[src/rtl/fib_seq_pkg.sv]
// Shared types and constants for the Fibonacci-class sequence generator.
package fib_seq_pkg;

    typedef enum logic [1:0] {
        ST_IDLE = 2'd0,
        ST_SEND = 2'd1,
        ST_ADD  = 2'd2
    } state_t;

    localparam int TERM_CNT_W = 16;
    localparam int DEF_SEED_A = 0;
    localparam int DEF_SEED_B = 1;

    function automatic int nbytes(input int width);
        return width / 8;
    endfunction

endpackage

[src/rtl/fib_seq_byte_ser.sv]
// Serialises one WIDTH-bit term into bytes, LSB byte first, over valid/ready.
module fib_seq_byte_ser
    import fib_seq_pkg::*;
#(
    parameter int WIDTH = 32
) (
    input  logic             clk,
    input  logic             rst,
    input  logic             i_clear,
    input  logic             i_send,
    input  logic             i_ready,
    input  logic [WIDTH-1:0] i_term,
    output logic             o_valid,
    output logic [7:0]       o_data,
    output logic             o_last,
    output logic             o_term_done
);

    localparam int NB   = nbytes(WIDTH);
    localparam int IDXW = (NB > 1) ? $clog2(NB) : 1;
    localparam logic [IDXW-1:0] LAST_IDX = IDXW'(NB - 1);

    logic [IDXW-1:0]  r_idx;
    logic             w_xfer;
    logic [WIDTH-1:0] w_shift;

    assign o_valid     = i_send;
    assign o_last      = i_send && (r_idx == LAST_IDX);
    assign w_xfer      = i_send && i_ready;
    assign o_term_done = w_xfer && o_last;
    assign w_shift     = i_term >> {r_idx, 3'b000};
    // Data is forced to zero outside SEND so the idle bus reads clean.
    assign o_data      = i_send ? w_shift[7:0] : 8'h00;

    always_ff @(posedge clk or posedge rst) begin
        if (rst) begin
            r_idx <= '0;
        end else if (i_clear || o_term_done) begin
            r_idx <= '0;
        end else if (w_xfer) begin
            r_idx <= r_idx + IDXW'(1);
        end
    end

endmodule

[src/rtl/fib_seq_gen.sv]
// Fibonacci-class term generator: A/B pair, adder, FSM, byte-serial output.
// Build option: define FIB_SEQ_OVF_HALT_EN to stop before emitting a wrapped term.
module fib_seq_gen
    import fib_seq_pkg::*;
#(
    parameter int               WIDTH  = 32,
    parameter logic [WIDTH-1:0] SEED_A = WIDTH'(DEF_SEED_A),
    parameter logic [WIDTH-1:0] SEED_B = WIDTH'(DEF_SEED_B)
) (
    input  logic                  clk,
    input  logic                  rst,
    input  logic                  seed_load,
    input  logic [WIDTH-1:0]      seed_a,
    input  logic [WIDTH-1:0]      seed_b,
    input  logic                  run,
    input  logic                  out_ready,
    output logic                  out_valid,
    output logic [7:0]            out_data,
    output logic                  out_last,
    output logic                  overflow,
    output logic [TERM_CNT_W-1:0] term_count,
    output logic                  busy
);

    state_t                r_state, w_state_nxt;
    logic [WIDTH-1:0]      r_a, r_b;
    logic                  r_ovf;
    logic [TERM_CNT_W-1:0] r_term_cnt;
    logic [WIDTH:0]        w_sum;
    logic                  w_term_done;
    logic                  w_halt_idle, w_halt_add;

    assign w_sum = {1'b0, r_a} + {1'b0, r_b};

`ifdef FIB_SEQ_OVF_HALT_EN
    logic r_a_carry, r_b_carry;

    // Carry flags travel with their terms; A's flag marks a wrapped emit candidate.
    always_ff @(posedge clk or posedge rst) begin
        if (rst) begin
            r_a_carry <= 1'b0;
            r_b_carry <= 1'b0;
        end else if (seed_load) begin
            r_a_carry <= 1'b0;
            r_b_carry <= 1'b0;
        end else if (r_state == ST_ADD) begin
            r_a_carry <= r_b_carry;
            r_b_carry <= w_sum[WIDTH];
        end
    end

    assign w_halt_idle = r_a_carry;
    assign w_halt_add  = r_b_carry;
`else
    assign w_halt_idle = 1'b0;
    assign w_halt_add  = 1'b0;
`endif

    always_comb begin
        w_state_nxt = r_state;
        if (seed_load) begin
            w_state_nxt = ST_IDLE;
        end else begin
            case (r_state)
                ST_IDLE: if (run && !w_halt_idle) w_state_nxt = ST_SEND;
                ST_SEND: if (w_term_done) w_state_nxt = ST_ADD;
                ST_ADD:  w_state_nxt = (run && !w_halt_add) ? ST_SEND : ST_IDLE;
                default: w_state_nxt = ST_IDLE;
            endcase
        end
    end

    always_ff @(posedge clk or posedge rst) begin
        if (rst) begin
            r_state    <= ST_IDLE;
            r_a        <= SEED_A;
            r_b        <= SEED_B;
            r_ovf      <= 1'b0;
            r_term_cnt <= '0;
        end else begin
            r_state <= w_state_nxt;
            if (seed_load) begin
                r_a        <= seed_a;
                r_b        <= seed_b;
                r_ovf      <= 1'b0;
                r_term_cnt <= '0;
            end else begin
                if (w_term_done) r_term_cnt <= r_term_cnt + TERM_CNT_W'(1);
                if (r_state == ST_ADD) begin
                    r_a <= r_b;
                    r_b <= w_sum[WIDTH-1:0];
                    if (w_sum[WIDTH]) r_ovf <= 1'b1;
                end
            end
        end
    end

    fib_seq_byte_ser #(.WIDTH(WIDTH)) u_ser (
        .clk         (clk),
        .rst         (rst),
        .i_clear     (seed_load),
        .i_send      (r_state == ST_SEND),
        .i_ready     (out_ready),
        .i_term      (r_a),
        .o_valid     (out_valid),
        .o_data      (out_data),
        .o_last      (out_last),
        .o_term_done (w_term_done)
    );

    assign overflow   = r_ovf;
    assign term_count = r_term_cnt;
    assign busy       = (r_state != ST_IDLE);

endmodule

[config.mk]
export PLATFORM = sky130hd
export DESIGN_NAME = fib_seq_gen
export DESIGN_NICKNAME = d
export VERILOG_FILES = /design/src/rtl/fib_seq_pkg.sv /design/src/rtl/fib_seq_byte_ser.sv /design/src/rtl/fib_seq_gen.sv
export SDC_FILE = /design/constraint.sdc
export NUM_CORES = 1
export LEC_CHECK = 0
export ABC_CLOCK_PERIOD_IN_PS = 8510
export BUFFER_PORTS_ARGS = -buffer_cell sky130_fd_sc_hd__buf_2
export CORE_MARGIN = 2
export CORE_UTILIZATION = 41
export DETAILED_ROUTE_END_ITERATION = 16
export SETUP_SLACK_MARGIN = 0.3
export SYNTH_ARGS = -nofsm -noshare
export SYNTH_HDL_FRONTEND = slang
export SYNTH_SLANG_ARGS = --single-unit
[constraint.sdc]
create_clock -name clk -period 8.51 [get_ports clk]
set_clock_uncertainty 0.15 [all_clocks]
set_input_delay 0.4255 -clock clk [delete_from_list [all_inputs] [get_ports clk]]
set_output_delay 0.4255 -clock clk [all_outputs]
set_load 0.02 [all_outputs]
* After elaboration in Yosys (flattened, before gate mapping) *
Cells that the tools add are included.

operators by class
  $add $sub $neg = 3
  $mul = 0
  div/mod/pow operators = 0
  order comparisons = 0
  eq/ne operators = 5
  shifts and indexed selects = 1
  multiplexer cells = 17
  bitwise operators = 0
  reductions and logical operators = 12

operators with widths
  operator                                                                count
  32-bit 2-to-1 mux                                                       4
  32-bit by 32-bit adder with 33-bit output                               1
  16-bit 2-to-1 mux                                                       2
  32-bit by 5-bit right shift with 8-bit output                           1
  16-bit by 1-bit adder with 16-bit output (second input constant)        1
  2-bit 2-to-1 mux                                                        5
  2-bit nonzero test                                                      5
  8-bit 2-to-1 mux                                                        1
  3-bit inequality test (second input constant)                           2
  2-bit one-hot mux with 3 select lines                                   1
  2-bit equality test (second input constant)                             2
  1-bit 2-to-1 mux                                                        4
  2-bit AND reduction                                                     2
  1-bit logical AND                                                       3
  2-bit by 1-bit adder with 2-bit output (second input constant)          1
  2-bit by 1-bit equality test with 1-bit output (second input constant)  1
  2-bit logical NOT                                                       1
  1-bit logical OR                                                        1

storage, ports and cells
  bits in registers = 85
  bits in latches = 0
  bits in writable memories = 0
  ROM bits = 0
  input bits = 69
  output and inout bits = 28
  word-level logic and storage cells = 44
  memories kept = 0

* Logic depth before layout (Yosys ltp) *
Gate-level depths: netlist of the first run.

  depth in word-level cells = 6
  mapped depth = 10
  depth with buffers taken out = 10

* By module *
From an unflattened synthesis of the first run, not the netlist that was laid out.

second synthesis, totals
  cell total of the unflattened synthesis = 652
  area, all modules = 5811.8 sq um

modules (own cells, without submodules)
  module            instances  cells an instance  area an instance (sq um)  seq. area each (sq um)
  fib_seq_gen       1          610                5420.2                    2078.2
  fib_seq_byte_ser  1          42                 391.6                     50.0

* Worst setup path after synthesis of the first run *
Ideal clock, no wire load.

  path type = reg-to-reg
  from = reg r_a[0]
  to = reg r_b[30]
  setup time = 0.142 ns
  arrival = 2.603 ns
  data required time = 8.218 ns
  path slack = 5.615 ns
  cell stages (with the launch flop) = 11
  buffers on the path = 0
  clock period less this slack = 2.895 ns
  cell sequence = dfrtp_1 -> ha_1 -> fa_1 -> a21oi_1 -> o21ai_1 -> a221o_1 -> and4_4 -> o31a_1 -> a31oi_1 -> xor2_1 -> o221ai_1

between the ends
  word-level cells in the longest chain between the ends = 3

RTL lines
  what                                       RTL line           text
  start: declaration                         fib_seq_gen.sv:26  logic [WIDTH-1:0] r_a, r_b;
  start signal: assignment                   fib_seq_gen.sv:90  r_a <= r_b;
  32-bit by 32-bit adder with 33-bit output  fib_seq_gen.sv:33  assign w_sum = {1'b0, r_a} + {1'b0, r_b};
  32-bit 2-to-1 mux                          fib_seq_gen.sv:89  if (r_state == ST_ADD) begin
  32-bit 2-to-1 mux                          fib_seq_gen.sv:82  if (seed_load) begin
  end signal: assignment                     fib_seq_gen.sv:91  r_b <= w_sum[WIDTH-1:0];
  end: declaration                           fib_seq_gen.sv:26

No other way between the ends. The select of a mux whose other input is x is not followed.
A chain may end at the register's enable or synchronous reset.

* Worst setup path after layout of the first run *
  from = reg r_a[0]
  to = reg r_ovf, in the netlist overflow

between the ends
  word-level cells in the longest chain between the ends = 3

RTL lines
  what                                       RTL line           text
  32-bit by 32-bit adder with 33-bit output  fib_seq_gen.sv:33
  2-bit nonzero test (no source line)        --
  2-bit AND reduction (no source line)       --
  end signal: assignment                     fib_seq_gen.sv:78  r_ovf <= 1'b0;
  end signal: assignment                     fib_seq_gen.sv:85  r_ovf <= 1'b0;
  end signal: assignment                     fib_seq_gen.sv:92  if (w_sum[WIDTH]) r_ovf <= 1'b1;
  end: declaration                           fib_seq_gen.sv:27  logic r_ovf;

No other way between the ends.

==> flow_metrics.tcl, run 1 <==
set metrics [dict create \
    status "finished clean" \
    die_area_mm2 0.0151 \
    netlist_area_mm2 0.00579 \
    grt_pass1_vias 4753 \
    synth.avg_cell_area_um2 8.79 \
    final_nets 838 \
    cts.hold.buffers_added 0 \
    tritoncts "yes" \
    period_needed_ns 3.27 \
    p_sw_uw 378 \
    cts-root-buf "clkbuf_16" \
    ant_nets 0 \
    power-per-cell-area_mw_per_mm2 172 \
    cts_inserted_buffers 9 \
    rsz0062_at_grt "no" \
    worstPathCellList "ha_1, fa_1, a21oi_1, o21ai_1, a221o_1, and4_4, o21ai_0, a21oi_1, a2111oi_0, nor3_1" \
    synth_area_leader_cell "dfrtp_1" \
    fmax_ghz 0.306 \
    viasPerCell 5.59 \
    cap_violations 0 \
    gr-usage-all-layers_pct 20.8 \
    n_antenna_cell 0 \
    synth_edf_count 0 \
    ys_top_cells_by_area "dfrtp_1 36%, mux2i_1 8.0%, ha_1 7.3%, o21ai_0 6.4%, nand2_1 6.0%" \
    slew_viol_final 0 \
    cts-resized-gates 0 \
    power_uw 1150 \
    clock_sinks 85 \
    worst_pin_slew_ns 1.09 \
    grt_max_degree 96 \
    die_w_um 123 \
    drt_wl_total_um 15200 \
    worstSetupPathType "reg -> reg" \
    arrival_ns 3.31 \
    hold_viol 0 \
    setup_viol 0 \
    cts_htree_levels 3 \
    ioPinCount 97 \
    avgRoutedWirePerCell_um 16.6 \
    clkLatencyLatePin_ns 0.35 \
    cp_max_fo 5 \
    synth_ff_type "dfrtp_1" \
    swShare_pct 33.0 \
    seq_power_share_pct 40.6 \
    setup_tns_ns 0 \
    worstPathRequired_ns 8.55 \
    startpoint_type "register" \
    dr.first_iter.drc_count 375 \
    comb_power_share_pct 26.2 \
    synth_cells 659 \
    drc 0 \
    synth_seq_cells 85 \
    grt_antenna_before_repair 0 \
    area_growth_pct 15.5 \
    initial_core_util_pct 41.9 \
    core_region_area_mm2 0.0138 \
    place.gp.congestion 0.941 \
    die_h_um 123 \
    synthArstFlopShare_pct 100 \
    yosys_warnings 0 \
    grt_pass1_wl_um 24100 \
    irDropWorstVdd_v 0.0000846 \
    gr-total-overflow 0 \
    fin_crit_sh_pct 38.4 \
    slowest_delay_ns 0.43 \
    hpwl_um 11300 \
    dr.pass1.iters 5 \
    critical_path.most_common_cell "a21oi_1" \
    drive_gt1_share_pct 18.4 \
    critPathSlowestCell "a221o_1" \
    syn-num-nets 763 \
    vias 5134 \
    cts_setup_buffers 0 \
    endpoint_kind "register" \
    ys_seq_area_share_pct 36.8 \
    port_buffers 96 \
    synth.top_cell.area_share_pct 36.3 \
    path_clk_slew_ns 0.07 \
    hp-class "in -> reg" \
    leakage_uw 0.00303 \
    placementRows 43 \
    yosysUniqueCellTypes 52 \
    maxSlewHeadroom_pct 27.7 \
    clockBufferDepth 2 \
    internal_power_uw 769 \
    clkPwrFrac_pct 33.2 \
]
[registers in the layout (all words and copies together), names as in the netlist]
signal and flops:
r_a 32, r_b 32, term_count 16, r_state 2, u_ser.r_idx 2, overflow 1
[synthesized netlist by cell type (2+ instances only)]
| cell type | instances |
|---|---|
| nand2_1 | 92 |
| dfrtp_1 | 84 |
| o21ai_0 | 74 |
| a21oi_1 | 58 |
| mux2i_1 | 46 |
| nor2_1 | 44 |
| ha_1 | 34 |
| clkbuf_1 | 31 |
| xnor2_1 | 17 |
| nor3_1 | 14 |
| xor2_1 | 14 |
| nand3_1 | 12 |
| inv_1 | 11 |
| nor2b_1 | 11 |
| and2_1 | 9 |
| nand4_1 | 9 |
| or3_1 | 9 |
| a21o_1 | 8 |
| mux4_2 | 8 |
| o21bai_1 | 7 |
| nor3b_1 | 6 |
| a31oi_1 | 5 |
| nand2b_1 | 5 |
| o21a_1 | 5 |
| buf_1 | 4 |
| o221ai_1 | 4 |
| mux2_2 | 3 |
| o31ai_1 | 3 |
| and3_1 | 2 |
| nand3b_1 | 2 |
| nor4_1 | 2 |
| o211ai_1 | 2 |
| o21ai_1 | 2 |
| o22ai_1 | 2 |
| o31a_1 | 2 |
| or4_1 | 2 |
[worst max-delay path: cells and delay by family (launching register included)]
kind / cells / cell delay, ns
AOI/OAI and AO/OA: 6 / 1.57
adders and majority gates: 2 / 0.66
DFF: 1 / 0.40
and+or+nand+nor: 2 / 0.33
[logic make-up after synthesis]
family                     Yosys count  synth area share, %
adders and majority gates           35                 7.69
xor gates and xnor gates            31                 4.69
and+or+nand+nor                    221                 17.7
DFF                                 85                 36.8
AOI/OAI and AO/OA                  183                 18.4
buffers and inverters               47                 3.07
muxes                               57                 11.6
[cells in the final DEF, fill, tap and decap left out, drive strengths merged, types with 3 or more instances in the layout]
cell type / count
mux2: 3
dfrtp: 84
nor2b: 11
buf: 100
o221ai: 4
o21a: 5
xnor2: 17
and2: 9
nor3: 14
a21oi: 60
nand2b: 5
a31oi: 5
clkbuf: 10
inv: 12
o21bai: 7
xor2: 14
clkinv: 3
nor3b: 6
nand3: 12
nand2: 92
or3: 9
o31ai: 3
a21o: 8
mux4: 8
nor2: 44
ha: 34
mux2i: 46
nand4: 9
o21ai: 76
[power by group through the flow]
stage / Combinational, uW / Clock, uW / Sequential (uW)
after floorplan: 230 / 0 / 457
final: 300 / 381 / 466
after CTS: 299 / 390 / 466
after global placement: 294 / 0 / 473
after detailed placement: 298 / 0 / 474
after global routing: 336 / 410 / 470
[metrics by stage]
stage / instances / area (um2) / util, % / setup WS [ns] / hold WS (ns)
final: 919 / 6690 / 48.4 / 5.24 / 0.126
after global routing: 919 / 6690 / 48.4 / 5.04 / 0.140
after floorplan: 659 / 5790 / - / 5.61 / 0.390
after CTS: 919 / 6690 / 48.4 / 5.23 / 0.119
after detailed placement: 903 / 6400 / 46.3 / 5.26 / 0.402
after global placement: 903 / 6400 / 46.3 / 5.33 / 0.388
[layer usage]
layer / track usage, % / part of all wire (%)
met1: 29.8 / 48
met2: 32.2 / 45
met3: 3.72 / 5.9
met4: 6.11 / 1.2
met5: 0 / 0
[final cells by class]
cell class	count	area [um2]
Fill cell	1346	7140
Multi-Input combinational cell	527	3490
Sequential cell	85	2130
Timing Repair Buffer	100	513
Clock buffer	10	239
Tap cell	180	225
Clock inverter	6	46.3
Inverter	11	42.5
[path summary, 6_finish.rpt]
check / endpoint / cells after the start / slack (ns) / start
min: r_a[28] / 3 / 0.13 / seed_a[28]
max reg2reg: overflow / 10 / 5.24 / r_a[0]
max: overflow / 10 / 5.24 / r_a[0]
min in group asynchronous: r_a[8] / 3 / 0.27 / rst
min reg2reg: term_count[15] / 2 / 0.40 / term_count[15]
max in group asynchronous: r_a[31] / 3 / 7.25 / rst
No activity file was read; power rests on OpenSTA's default activity.
==> inputs of run 2 (changes only) <==
Settings changed: ABC_CLOCK_PERIOD_IN_PS 8510 to 2700.
Clock period 8.51 ns to 2.7 ns, I/O delays scaled along.
==> run 2 against run 1 <==
Net effect:
- the flow now finishes with violations (negative hold slack, negative setup slack)
- sequential share of layout area fell by 6.4 points
- via count rose by 11%
- fmax rose by 13%
- sequential cell count did not move
- clock-buffer cell count did not move
- combinational power rose to 4.7 times the previous value
- routed wire length rose by 16%
- sequential power rose to 3.1 times the previous value
- core utilization rose by 12 points
- register-to-register slack got worse by 5.4 ns
==> flow_metrics.tcl, run 2 (synthesized netlist as in run 1, its figures left out) <==
set metrics [dict create \
    status "finished with violations" \
    violations "negative hold slack, negative setup slack" \
    clockBufferDepth 2 \
    drt_wl_total_um 17600 \
    ant_nets 0 \
    cp_max_fo 3 \
    hold_viol 1 \
    nFillCells 1199 \
    die_h_um 123 \
    slew_viol_final 0 \
    maxSlewHeadroom_pct 51.0 \
    core_region_area_mm2 0.0138 \
    cts_htree_levels 3 \
    layout_common_cells "95 x buf_2, 90 x nand2_1, 87 x buf_4" \
    worstReg2RegStart "r_a[0]" \
    final_common_cell "buf_2" \
    leakage_uw 0.00377 \
    crit_path_start "r_a[0]" \
    gr-total-overflow 0 \
    rsz0062_at_grt "yes" \
    cap_violations 0 \
    dr.first_iter.drc_count 331 \
    ioPinCount 97 \
    path_clk_slew_ns 0.07 \
    worst_pin_slew_ns 0.735 \
    fmax_ghz 0.347 \
    cts_inserted_buffers 9 \
    fin_crit_sh_pct 107 \
    placementRows 43 \
    clock_sinks 85 \
    cts-root-buf "clkbuf_16" \
    dr.pass1.iters 4 \
    tritoncts "yes" \
    fin_util_pct 60.5 \
    port_buffers 96 \
    hp-class "in -> reg" \
    viasPerCell 5.30 \
    die_area_mm2 0.0151 \
    vias 5695 \
    area_growth_pct 44.5 \
    setup_viol 9 \
    grt_pass1_wl_um 27800 \
    fin_cells 1074 \
    grt_max_degree 86 \
    clkLatencyLatePin_ns 0.36 \
    n_antenna_cell 0 \
    place.gp.congestion 0.871 \
    irDropWorstVdd_v 0.000309 \
    hold_ws_ns -0.00159 \
    initial_core_util_pct 41.9 \
    grt_pass1_vias 5595 \
    hpwl_um 12500 \
    period_needed_ns 2.88 \
    drc 0 \
    gr-usage-all-layers_pct 24.0 \
    worstSetupPathType "reg -> reg" \
    timing.final.ws_setup_ns -0.183 \
    worstPathRequired_ns 2.75 \
    arrival_ns 2.94 \
    grt_antenna_before_repair 1 \
    hold_start "out_ready" \
    drive_gt1_share_pct 29.3 \
    die_w_um 123 \
    avgRoutedWirePerCell_um 16.4 \
    final_nets 993 \
    startpoint_type "register" \
    endpoint_kind "register" \
    dp_cells 979 \
    power-per-cell-area_mw_per_mm2 488 \
]
## run 2: cell count changes in the layout (fill, tap and decap cells not counted), moves of 7 or more
cell           change
buf_4             +82
dlygate4sd3_1     +65
o21ai_0           -12
a21oi_1           -11
o21ai_1           +10
ha_1               -7
## run 2: cell type report
| cell class | instances | area, um2 | share of cell area [%] |
|---|---|---|---|
| Clock inverter | 6 | 47.5 | 0.568 |
| Sequential cell | 85 | 2130 | 25.4 |
| Tap cell | 180 | 225 | 2.69 |
| Multi-Input combinational cell | 527 | 3800 | 45.4 |
| Inverter | 11 | 45.0 | 0.538 |
| Timing Repair Buffer | 255 | 1890 | 22.5 |
| Clock buffer | 10 | 239 | 2.86 |
## run 2: path summary, 6_finish.rpt
kind,endpoint,slack [ns],depth (start not counted)
worst max-delay path,r_b[30],-0.18,10
worst min-delay path,r_state[0],-0.002,4
worst max register to register,r_b[30],-0.18,10
worst min register to register,term_count[13],0.41,2
max in group asynchronous,r_a[28],1.72,4
min in group asynchronous,term_count[3],0.30,4
## run 2: what timing repair did
action	4_1_cts	5_1_grt
gates resized for setup	39	15
hold endpoints to repair	148	0
hold buffers	65	0
pin swaps	26	18
endpoints found under the setup margin	21	29
setup buffers	5	9
## run 2: where the power goes
part	leakage (uW)	internal [uW]	switching, uW
sequential	0.00106	1360	89.2
combinational	0.00259	712	703
clock	0.000127	653	565
## run 2: per-layer routing
| layer | track usage, % | wire [um] | up-vias |
|---|---|---|---|
| li1 | - | - | 2821 |
| met1 | 32.8 | 8390 | 2728 |
| met2 | 38.9 | 8130 | 121 |
| met3 | 3.30 | 813 | 23 |
| met4 | 8.91 | 290 | 2 |
| met5 | 0 | 13 | - |
## run 2: stage by stage
stage / setup TNS [ns] / total power [uW] / area (um2) / hold WS [ns] / setup slack, ns
2_1_floorplan: -0.00999 / 2200 / 5890 / 0.101 / -0.00878
3_3_place_gp: -0.877 / 2640 / 7070 / 0.157 / -0.223
3_5_place_dp: -1.45 / 2660 / 7070 / 0.162 / -0.302
4_1_cts: -1.03 / 4040 / 8210 / 0.00455 / -0.208
5_1_grt: -2.33 / 4300 / 8370 / 0.0352 / -0.280
6_report: -0.883 / 4090 / 8370 / -0.00159 / -0.183
## run 2: worst max-delay path: stages, from the launching register on
cell	delay, ns
dfrtp_1	0.41
ha_4	0.18
fa_2	0.38
a21oi_4	0.16
o21ai_2	0.08
a221o_1	0.36
and4_4	0.23
o31a_1	0.32
a31oi_2	0.17
xor2_1	0.17
o221ai_1	0.12
